===== config.mk =====
export PLATFORM = sky130hd
export DESIGN_NAME = id_ex_operand_stage_flat
export DESIGN_NICKNAME = d
export VERILOG_FILES = /design/src/rtl/id_ex_operand_stage_if.sv /design/src/rtl/id_ex_operand_stage.sv /design/src/flat_wrapper.sv
export SDC_FILE = /design/constraint.sdc
export NUM_CORES = 1
export LEC_CHECK = 0
export CORE_MARGIN = 1
export CORE_UTILIZATION = 40
export CTS_CLUSTER_SIZE = 14
export DETAILED_ROUTE_END_ITERATION = 8
export PLACE_DENSITY = 0.78
export SYNTH_ARGS = -nofsm -noshare
export SYNTH_HDL_FRONTEND = slang
export SYNTH_SLANG_ARGS = --single-unit

===== constraint.sdc =====
create_clock -name iClk -period 2.2 [get_ports iClk]
set_clock_uncertainty 0.2 [all_clocks]
set_input_delay 0.22 -clock iClk [delete_from_list [all_inputs] [get_ports iClk]]
set_output_delay 0.22 -clock iClk [all_outputs]
set_load 0.05 [all_outputs]

===== src/rtl/id_ex_operand_stage_if.sv =====
// Bundle of every signal exchanged by the ID/EX operand stage:
// the decode-side offer, the two forwarding sources and the EX-side result.
// The master drives the i* signals; the slave (the stage itself) drives the o* signals.
interface id_ex_operand_stage_if #(
   parameter int XLEN = 32,
   parameter int REGW = 5,
   parameter int CNTW = 16
);
   // decode side
   logic            iFlush;
   logic            iValid;
   logic            oReady;
   logic [XLEN-1:0] iPc;
   logic [REGW-1:0] iRs1Addr;
   logic [REGW-1:0] iRs2Addr;
   logic [XLEN-1:0] iRs1Data;
   logic [XLEN-1:0] iRs2Data;
   logic [XLEN-1:0] iImm;
   logic            iUsePcA;
   logic            iUseImmB;
   logic [3:0]      iAluOp;
   logic [REGW-1:0] iRdAddr;
   logic            iRegWrite;
   logic            iMemRead;
   logic            iMemWrite;
   logic            iIsBranch;

   // forwarding sources from later pipeline stages
   logic            iExMemRegWrite;
   logic [REGW-1:0] iExMemRd;
   logic [XLEN-1:0] iExMemData;
   logic            iMemWbRegWrite;
   logic [REGW-1:0] iMemWbRd;
   logic [XLEN-1:0] iMemWbData;

   // EX side
   logic            oValid;
   logic            iReady;
   logic [XLEN-1:0] oDataA;
   logic [XLEN-1:0] oDataB;
   logic [XLEN-1:0] oStoreData;
   logic [3:0]      oAluOp;
   logic [XLEN-1:0] oPc;
   logic [REGW-1:0] oRdAddr;
   logic            oRegWrite;
   logic            oMemRead;
   logic            oMemWrite;
   logic            oIsBranch;
   logic [CNTW-1:0] oBubbleCnt;

   modport master (
      output iFlush, iValid, iPc, iRs1Addr, iRs2Addr, iRs1Data, iRs2Data, iImm,
             iUsePcA, iUseImmB, iAluOp, iRdAddr, iRegWrite, iMemRead, iMemWrite,
             iIsBranch, iExMemRegWrite, iExMemRd, iExMemData, iMemWbRegWrite,
             iMemWbRd, iMemWbData, iReady,
      input  oReady, oValid, oDataA, oDataB, oStoreData, oAluOp, oPc, oRdAddr,
             oRegWrite, oMemRead, oMemWrite, oIsBranch, oBubbleCnt
   );

   modport slave (
      input  iFlush, iValid, iPc, iRs1Addr, iRs2Addr, iRs1Data, iRs2Data, iImm,
             iUsePcA, iUseImmB, iAluOp, iRdAddr, iRegWrite, iMemRead, iMemWrite,
             iIsBranch, iExMemRegWrite, iExMemRd, iExMemData, iMemWbRegWrite,
             iMemWbRd, iMemWbData, iReady,
      output oReady, oValid, oDataA, oDataB, oStoreData, oAluOp, oPc, oRdAddr,
             oRegWrite, oMemRead, oMemWrite, oIsBranch, oBubbleCnt
   );
endinterface


===== src/rtl/id_ex_operand_stage.sv =====
// ID/EX pipeline register feeding the RV32I ALU.
// Latches the decoded instruction, forwards EX/MEM and MEM/WB results onto the
// source operands, stalls decode for one cycle on a load-use dependency and
// keeps forwarded operand values alive while EX is stalled.
// The XLEN/REGW/CNTW parameters must match those of the connected interface.
module id_ex_operand_stage #(
   parameter int XLEN = 32,
   parameter int REGW = 5,
   parameter int CNTW = 16
) (
   input  logic                  iClk,
   input  logic                  iRstN,
   id_ex_operand_stage_if.slave  bus
);

   // registered instruction fields
   logic            validReg;
   logic [XLEN-1:0] pcReg;
   logic [REGW-1:0] rs1AddrReg;
   logic [REGW-1:0] rs2AddrReg;
   logic [XLEN-1:0] rs1Reg;
   logic [XLEN-1:0] rs2Reg;
   logic [XLEN-1:0] immReg;
   logic            usePcAReg;
   logic            useImmBReg;
   logic [3:0]      aluOpReg;
   logic [REGW-1:0] rdAddrReg;
   logic            regWriteReg;
   logic            memReadReg;
   logic            memWriteReg;
   logic            isBranchReg;
   logic [CNTW-1:0] bubbleCntReg;
   logic [CNTW-1:0] bubbleCntNext;

   // handshake / hazard terms
   logic rs1Hit;
   logic rs2Hit;
   logic hazard;
   logic stageReady;
   logic accept;
   logic xferOut;
   logic loadEn;
   logic holdEn;
   logic bubbleEn;

   // forwarding: index 0 is rs1, index 1 is rs2
   logic [REGW-1:0] srcAddr [2];
   logic [XLEN-1:0] srcReg  [2];
   logic [XLEN-1:0] fwdData [2];

   assign srcAddr[0] = rs1AddrReg;
   assign srcAddr[1] = rs2AddrReg;
   assign srcReg[0]  = rs1Reg;
   assign srcReg[1]  = rs2Reg;

   // One forwarding mux per source operand; EX/MEM is the younger result and wins.
   // x0 is never forwarded because it is hard-wired to zero in the register file.
   genvar gi;
   generate
      for (gi = 0; gi < 2; gi++) begin : gFwd
         logic [XLEN-1:0] fwdSel;

         // Select the newest in-flight value for this source register
         always_comb begin
            fwdSel = srcReg[gi];
            if (srcAddr[gi] != '0) begin
               if (bus.iExMemRegWrite && (bus.iExMemRd == srcAddr[gi])) begin
                  fwdSel = bus.iExMemData;
               end else if (bus.iMemWbRegWrite && (bus.iMemWbRd == srcAddr[gi])) begin
                  fwdSel = bus.iMemWbData;
               end
            end
         end

         assign fwdData[gi] = fwdSel;
      end
   endgenerate

   // A held load whose destination is consumed by the instruction on the
   // decode bus cannot forward in time, so decode is held back one cycle.
   // rs2 counts as consumed when it drives the ALU or is the store data.
   assign rs1Hit     = (rdAddrReg == bus.iRs1Addr) && !bus.iUsePcA;
   assign rs2Hit     = (rdAddrReg == bus.iRs2Addr) && (!bus.iUseImmB || bus.iMemWrite);
   assign hazard     = validReg && memReadReg && (rdAddrReg != '0) && (rs1Hit || rs2Hit);

   assign stageReady = (!validReg || bus.iReady) && !hazard;
   assign accept     = bus.iValid && stageReady;
   assign xferOut    = validReg && bus.iReady;

   // A flush discards both the held and the incoming instruction.
   assign loadEn     = accept && !bus.iFlush;
   assign holdEn     = validReg && !xferOut && !bus.iFlush;
   assign bubbleEn   = !bus.iFlush && !accept && xferOut && hazard && bus.iValid;

   // Saturating increment of the bubble counter
   always_comb begin
      bubbleCntNext = bubbleCntReg;
      if (bubbleEn && !(&bubbleCntReg)) begin
         bubbleCntNext = bubbleCntReg + CNTW'(1);
      end
   end

   // EMPTY/FULL occupancy: flush drops, accept fills, transfer drains
   always_ff @(posedge iClk or negedge iRstN) begin
      if (!iRstN) begin
         validReg <= 1'b0;
      end else if (bus.iFlush) begin
         validReg <= 1'b0;
      end else if (accept) begin
         validReg <= 1'b1;
      end else if (xferOut) begin
         validReg <= 1'b0;
      end
   end

   // Capture the non-operand instruction fields when a new instruction is accepted
   always_ff @(posedge iClk or negedge iRstN) begin
      if (!iRstN) begin
         pcReg       <= '0;
         rs1AddrReg  <= '0;
         rs2AddrReg  <= '0;
         immReg      <= '0;
         usePcAReg   <= 1'b0;
         useImmBReg  <= 1'b0;
         aluOpReg    <= '0;
         rdAddrReg   <= '0;
         regWriteReg <= 1'b0;
         memReadReg  <= 1'b0;
         memWriteReg <= 1'b0;
         isBranchReg <= 1'b0;
      end else if (loadEn) begin
         pcReg       <= bus.iPc;
         rs1AddrReg  <= bus.iRs1Addr;
         rs2AddrReg  <= bus.iRs2Addr;
         immReg      <= bus.iImm;
         usePcAReg   <= bus.iUsePcA;
         useImmBReg  <= bus.iUseImmB;
         aluOpReg    <= bus.iAluOp;
         rdAddrReg   <= bus.iRdAddr;
         regWriteReg <= bus.iRegWrite;
         memReadReg  <= bus.iMemRead;
         memWriteReg <= bus.iMemWrite;
         isBranchReg <= bus.iIsBranch;
      end
   end

   // Source operands: load from the register file, or while stalled absorb the
   // forwarded value so it survives the producer leaving the forwarding window
   always_ff @(posedge iClk or negedge iRstN) begin
      if (!iRstN) begin
         rs1Reg <= '0;
         rs2Reg <= '0;
      end else if (loadEn) begin
         rs1Reg <= bus.iRs1Data;
         rs2Reg <= bus.iRs2Data;
      end else if (holdEn) begin
         rs1Reg <= fwdData[0];
         rs2Reg <= fwdData[1];
      end
   end

   // Count load-use bubbles
   always_ff @(posedge iClk or negedge iRstN) begin
      if (!iRstN) begin
         bubbleCntReg <= '0;
      end else begin
         bubbleCntReg <= bubbleCntNext;
      end
   end

   // Operand muxing is pure selection from registered fields and forwards
   assign bus.oReady     = stageReady;
   assign bus.oValid     = validReg;
   assign bus.oDataA     = usePcAReg  ? pcReg  : fwdData[0];
   assign bus.oDataB     = useImmBReg ? immReg : fwdData[1];
   assign bus.oStoreData = fwdData[1];
   assign bus.oAluOp     = aluOpReg;
   assign bus.oPc        = pcReg;
   assign bus.oRdAddr    = rdAddrReg;
   assign bus.oRegWrite  = regWriteReg;
   assign bus.oMemRead   = memReadReg;
   assign bus.oMemWrite  = memWriteReg;
   assign bus.oIsBranch  = isBranchReg;
   assign bus.oBubbleCnt = bubbleCntReg;

endmodule

===== src/flat_wrapper.sv =====
// flat-port wrapper written by rule: the top's interface ports become plain ports
module id_ex_operand_stage_flat 
#(
   parameter int XLEN = 32,
   parameter int REGW = 5,
   parameter int CNTW = 16
)
  (iClk, iRstN, bus_iFlush, bus_iValid, bus_iPc, bus_iRs1Addr, bus_iRs2Addr, bus_iRs1Data, bus_iRs2Data, bus_iImm, bus_iUsePcA, bus_iUseImmB, bus_iAluOp, bus_iRdAddr, bus_iRegWrite, bus_iMemRead, bus_iMemWrite, bus_iIsBranch, bus_iExMemRegWrite, bus_iExMemRd, bus_iExMemData, bus_iMemWbRegWrite, bus_iMemWbRd, bus_iMemWbData, bus_iReady, bus_oReady, bus_oValid, bus_oDataA, bus_oDataB, bus_oStoreData, bus_oAluOp, bus_oPc, bus_oRdAddr, bus_oRegWrite, bus_oMemRead, bus_oMemWrite, bus_oIsBranch, bus_oBubbleCnt);
  id_ex_operand_stage_if #(.XLEN(XLEN), .REGW(REGW), .CNTW(CNTW)) bus_i ();
  input  logic iClk;
  input  logic iRstN;
  input wire logic [$bits(bus_i.iFlush)-1:0] bus_iFlush;
  input wire logic [$bits(bus_i.iValid)-1:0] bus_iValid;
  input wire logic [$bits(bus_i.iPc)-1:0] bus_iPc;
  input wire logic [$bits(bus_i.iRs1Addr)-1:0] bus_iRs1Addr;
  input wire logic [$bits(bus_i.iRs2Addr)-1:0] bus_iRs2Addr;
  input wire logic [$bits(bus_i.iRs1Data)-1:0] bus_iRs1Data;
  input wire logic [$bits(bus_i.iRs2Data)-1:0] bus_iRs2Data;
  input wire logic [$bits(bus_i.iImm)-1:0] bus_iImm;
  input wire logic [$bits(bus_i.iUsePcA)-1:0] bus_iUsePcA;
  input wire logic [$bits(bus_i.iUseImmB)-1:0] bus_iUseImmB;
  input wire logic [$bits(bus_i.iAluOp)-1:0] bus_iAluOp;
  input wire logic [$bits(bus_i.iRdAddr)-1:0] bus_iRdAddr;
  input wire logic [$bits(bus_i.iRegWrite)-1:0] bus_iRegWrite;
  input wire logic [$bits(bus_i.iMemRead)-1:0] bus_iMemRead;
  input wire logic [$bits(bus_i.iMemWrite)-1:0] bus_iMemWrite;
  input wire logic [$bits(bus_i.iIsBranch)-1:0] bus_iIsBranch;
  input wire logic [$bits(bus_i.iExMemRegWrite)-1:0] bus_iExMemRegWrite;
  input wire logic [$bits(bus_i.iExMemRd)-1:0] bus_iExMemRd;
  input wire logic [$bits(bus_i.iExMemData)-1:0] bus_iExMemData;
  input wire logic [$bits(bus_i.iMemWbRegWrite)-1:0] bus_iMemWbRegWrite;
  input wire logic [$bits(bus_i.iMemWbRd)-1:0] bus_iMemWbRd;
  input wire logic [$bits(bus_i.iMemWbData)-1:0] bus_iMemWbData;
  input wire logic [$bits(bus_i.iReady)-1:0] bus_iReady;
  output wire logic [$bits(bus_i.oReady)-1:0] bus_oReady;
  output wire logic [$bits(bus_i.oValid)-1:0] bus_oValid;
  output wire logic [$bits(bus_i.oDataA)-1:0] bus_oDataA;
  output wire logic [$bits(bus_i.oDataB)-1:0] bus_oDataB;
  output wire logic [$bits(bus_i.oStoreData)-1:0] bus_oStoreData;
  output wire logic [$bits(bus_i.oAluOp)-1:0] bus_oAluOp;
  output wire logic [$bits(bus_i.oPc)-1:0] bus_oPc;
  output wire logic [$bits(bus_i.oRdAddr)-1:0] bus_oRdAddr;
  output wire logic [$bits(bus_i.oRegWrite)-1:0] bus_oRegWrite;
  output wire logic [$bits(bus_i.oMemRead)-1:0] bus_oMemRead;
  output wire logic [$bits(bus_i.oMemWrite)-1:0] bus_oMemWrite;
  output wire logic [$bits(bus_i.oIsBranch)-1:0] bus_oIsBranch;
  output wire logic [$bits(bus_i.oBubbleCnt)-1:0] bus_oBubbleCnt;
  assign bus_i.iFlush = bus_iFlush;
  assign bus_i.iValid = bus_iValid;
  assign bus_i.iPc = bus_iPc;
  assign bus_i.iRs1Addr = bus_iRs1Addr;
  assign bus_i.iRs2Addr = bus_iRs2Addr;
  assign bus_i.iRs1Data = bus_iRs1Data;
  assign bus_i.iRs2Data = bus_iRs2Data;
  assign bus_i.iImm = bus_iImm;
  assign bus_i.iUsePcA = bus_iUsePcA;
  assign bus_i.iUseImmB = bus_iUseImmB;
  assign bus_i.iAluOp = bus_iAluOp;
  assign bus_i.iRdAddr = bus_iRdAddr;
  assign bus_i.iRegWrite = bus_iRegWrite;
  assign bus_i.iMemRead = bus_iMemRead;
  assign bus_i.iMemWrite = bus_iMemWrite;
  assign bus_i.iIsBranch = bus_iIsBranch;
  assign bus_i.iExMemRegWrite = bus_iExMemRegWrite;
  assign bus_i.iExMemRd = bus_iExMemRd;
  assign bus_i.iExMemData = bus_iExMemData;
  assign bus_i.iMemWbRegWrite = bus_iMemWbRegWrite;
  assign bus_i.iMemWbRd = bus_iMemWbRd;
  assign bus_i.iMemWbData = bus_iMemWbData;
  assign bus_i.iReady = bus_iReady;
  assign bus_oReady = bus_i.oReady;
  assign bus_oValid = bus_i.oValid;
  assign bus_oDataA = bus_i.oDataA;
  assign bus_oDataB = bus_i.oDataB;
  assign bus_oStoreData = bus_i.oStoreData;
  assign bus_oAluOp = bus_i.oAluOp;
  assign bus_oPc = bus_i.oPc;
  assign bus_oRdAddr = bus_i.oRdAddr;
  assign bus_oRegWrite = bus_i.oRegWrite;
  assign bus_oMemRead = bus_i.oMemRead;
  assign bus_oMemWrite = bus_i.oMemWrite;
  assign bus_oIsBranch = bus_i.oIsBranch;
  assign bus_oBubbleCnt = bus_i.oBubbleCnt;
  id_ex_operand_stage #(.XLEN(XLEN), .REGW(REGW), .CNTW(CNTW)) u_core (.iClk(iClk), .iRstN(iRstN), .bus(bus_i));
endmodule

==> out/metrics.csv <==
stage;metric;value;unit
placement;DP HPWL;32800;µm
routing;routed wire length;57300;µm
sta;Slew @ Worst Pin;0.848;ns
global_route;largest net degree at the start of global routing;59;
logic_synthesis;Synth cell types;46;
logic_synthesis;mux cell area share after synthesis;8.33;%
worst_setup_path;reg-to-reg critical path endpoint;u_core.rs2Reg[30]$_DFFE_PN0P_;
clock_network;CTS buffer count;17;
sta;final hold violation count;0;
logic_synthesis;Synth Area in Adders;0.129;%
placement;IO Port Bufs;392;
clock_network;CTS tree;yes;
pwr;Max VDD drop;589;µV
routing;antenna-violating nets left;0;
sta;Fmax;310;MHz
logic_synthesis;Post-synth EDFFs;0;
placement;gpl congestion;0.934;
routing;post-DR vias/cell;6.40;
global_route;antenna violations before repair;11;
logic_synthesis;post-synth top area share;43.8;%
worst_setup_path;cells on worst reg2reg path;9;
sta;fin. max-slew vios;0;
logic_synthesis;Mapped Area;0.00972;mm²
status;status;complete, but fails checks;
clock_network;Max clock buf depth;2;
logic_synthesis;Synth async-reset ratio;100;%
global_route;Total GRT Usage;43.7;%
routing;via count;12300;
logic_synthesis;Synth Area in Simple Gates;11.5;%
sta;relative slew slack;43.3;%
clock_network;Clk pin slew, worst setup/hold paths;0.08;ns
floorplan;core area;0.0236;mm²
logic_synthesis;synth cell count leaders;dfrtp_1, inv_1, mux2_2, nand2_1, clkbuf_1;
status;failing checks;negative setup slack;
pwr;leakage;0.00890;µW
logic_synthesis;Mapped Cells;1004;
logic_synthesis;largest family of logic cells by synthesized area;compound AO/OA/AOI/OAI gates;
layout;Total Nets Final;1815;
logic_synthesis;largest area contributor in the netlist;dfrtp_1;
global_route;remaining global-route overflow;0;
worst_setup_path;CP Capture Type;primary output;
layout;Final Util;89.5;%
logic_synthesis;synthesis-stage register bit count;170;
sta;min Tclk post-route;3.23;ns
worst_setup_path;worst reg2reg startpoint;u_core.rs2AddrReg[1]$_DFFE_PN0P_;
clock_network;CTS HTree Levels;4;
sta;final setup fails;266;
logic_synthesis;xor and xnor area share after synthesis;4.06;%
global_route;vias in the first global route;12900;
logic_synthesis;Syn Nets;1239;
pwr;power density over cell area;761;mW/mm²
logic_synthesis;Synth Flop Type;dfrtp_1;
floorplan;Die ar.;0.0249;mm²
sta;crit share post-route;147;%
layout;Layout area overhead;117;%
sta;Hold Slack;0.134;ns
sta;RSZ-0062 raised after global routing;yes;
logic_synthesis;post-synthesis compound-gate area fraction;24.7;%
logic_synthesis;Warnings, synthesis;0;
clock_network;CTS sink count;170;
clock_network;clock root buffer master;clkbuf_16;
worst_setup_path;type of origin of the critical path;register;
routing;DR pass1 iterations;6;
hold_path;hold crit path type;in2async;
clock_network;worst skew pair latency;0.44;ns
floorplan;io pins;393;
logic_synthesis;Avg Cell Area, Syn;9.68;µm²
worst_setup_path;Crit Path Max Fanout;9;
worst_setup_path;CP Data Required Time;1.78;ns
routing;DR iter-0 viols;1275;
sta;final setup margin;-1.03;ns
layout;Fillers;950;
floorplan;row count;56;
worst_setup_path;critical setup path kind;reg2out;
placement;placed cells;1798;
floorplan;die span in x;158;µm
layout;Non-Filler Instances;1925;
floorplan;Die H;158;µm
logic_synthesis;leading post-synthesis cells by cell area;dfrtp_1, mux2_2, a221o_1;
global_route;first-pass GRT wire length;79500;µm
routing;DR DRC count;0;
worst_setup_path;FF-to-FF setup slack;-0.85;ns
floorplan;initial cell density of the core;41.1;%
routing;drt wl/cell;29.8;µm
layout;layout cells sized above 1;47.5;%
worst_setup_path;Crit path arrival time;2.81;ns
logic_synthesis;post-synthesis sequential area ratio;43.8;%
run;max cap viols;0;
logic_synthesis;most frequent cell after synthesis;dfrtp_1;
-- metrics by stage --
stage          instance area, µm²  setup WS, ns  setup TNS (ns)  power [µW]
6_report                    21100         -1.03         -166.17       16100
5_1_grt                     21100         -1.05         -170.10       16500
4_1_cts                     20800        -0.867         -141.67       15600
3_5_place_dp                18100        -0.775         -147.09       11700
3_3_place_gp                18100        -0.711         -139.58       11500
2_1_floorplan               12500        -0.277          -46.66        8660
-- logic make-up (layout without fill, tap and decap cells) --
| group | after synthesis | in the layout |
|---|---|---|
| buf+inv | 175 | 755 |
| mux | 72 | 72 |
| other cells | 0 | 13 |
| fa+ha+maj | 1 | 1 |
| simple gates | 234 | 240 |
| compound gates | 307 | 310 |
| flops | 170 | 170 |
| xor+xnor | 45 | 45 |
-- metal layers --
| metal | vias to the layer above | GRT usage (%) | part of all wire [%] |
|---|---|---|---|
| met5 | - | 0 | 0 |
| met1 | 6103 | 48.6 | 35 |
| met3 | 311 | 12.2 | 9.8 |
| li1 | 4937 | - | - |
| met4 | 0 | 30.5 | 7.5 |
| met2 | 961 | 72.6 | 48 |
-- final cells by class --
cell class,count,area [µm²],share of cell area (%)
multi-input cells,668,7890,37.4
diodes,13,32.5,0.154
flip-flops and latches,170,4270,20.2
repair buffers,637,7540,35.7
clock inverters,13,161,0.764
clock buffers,19,433,2.05
inverters,86,395,1.87
well taps,319,399,1.89
-- power by group --
group / internal (µW) / switching, µW / total, µW
Combinational: 3940 / 4790 / 8730
Sequential: 3600 / 526 / 4120
Clock: 1720 / 1500 / 3230
-- cell usage in the layout (no fill, tap or decap), types with 11 or more instances in the layout --
cell             synthesis  routed
nor2_1                  44      36
inv_1                   86      54
o21ai_0                 61      11
buf_12                   0      95
and2_1                  13      11
xor2_1                  15      13
dfrtp_1                170     158
nand2_1                 71      48
mux2_4                   0      68
diode_2                  0      13
a22o_1                  49      39
buf_6                    5      93
a31oi_4                  0      31
buf_4                    3     125
o21ai_4                  0      32
nor2_4                   0      12
clkbuf_16                0      19
xnor2_1                 30      24
a2bb2oi_4                0      33
nor3_1                  51      33
o22ai_4                  0      22
dfrtp_2                  0      11
buf_16                   0      13
a221o_1                 61      51
clkdlybuf4s50_1          0     287
nor3_2                   0      16
nand4_1                 13      13
a221oi_4                 0      22
nand2_4                  0      18
inv_4                    0      29
o21ai_2                  0      16
-- worst max-delay path by stage --
stage,startpoint,endpoint,slack [ns],cells past startpoint
floorplan,u_core.bus.oRdAddr[0]$_DFFE_PN0P_,u_core.rs2Reg[24]$_DFFE_PN0P_,-0.28,6
global placement,bus_iMemWbRd[2],bus_oDataA[10],-0.71,9
detailed placement,bus_iMemWbRd[2],bus_oDataA[7],-0.78,9
CTS,u_core.rs2AddrReg[0]$_DFFE_PN0P_,bus_oDataB[11],-0.87,9
global route,u_core.rs2AddrReg[1]$_DFFE_PN0P_,bus_oDataB[21],-1.05,8
finish,u_core.rs2AddrReg[1]$_DFFE_PN0P_,bus_oDataB[21],-1.03,8
-- registers in the layout (all words and copies together), names as in the netlist, 4 cells and up --
register,flops
u_core.bus.oPc,32
u_core.immReg,32
u_core.rs1Reg,32
u_core.rs2Reg,32
u_core.bus.oBubbleCnt,16
u_core.bus.oRdAddr,5
u_core.rs1AddrReg,5
u_core.rs2AddrReg,5
u_core.bus.oAluOp,4
-- worst max-delay path, cell delays in order, from the launching register on --
cell and delay (ns):
dfrtp_1 0.44, xor2_1 0.20, nor4_4 0.43, and2_4 0.32
buf_12 0.19, a31oi_4 0.16, a2bb2oi_4 0.21, o21ai_4 0.21
buf_6 0.18
-- timing repair --
item,in CTS,in global routing
gates resized for setup,258,84
hold buffers,1,0
gates cloned,33,2
setup buffers,41,20
hold endpoints to repair,96,0
pin swaps,87,66
endpoints found under the setup margin,268,271
Power figures use the tool's default switching activity.
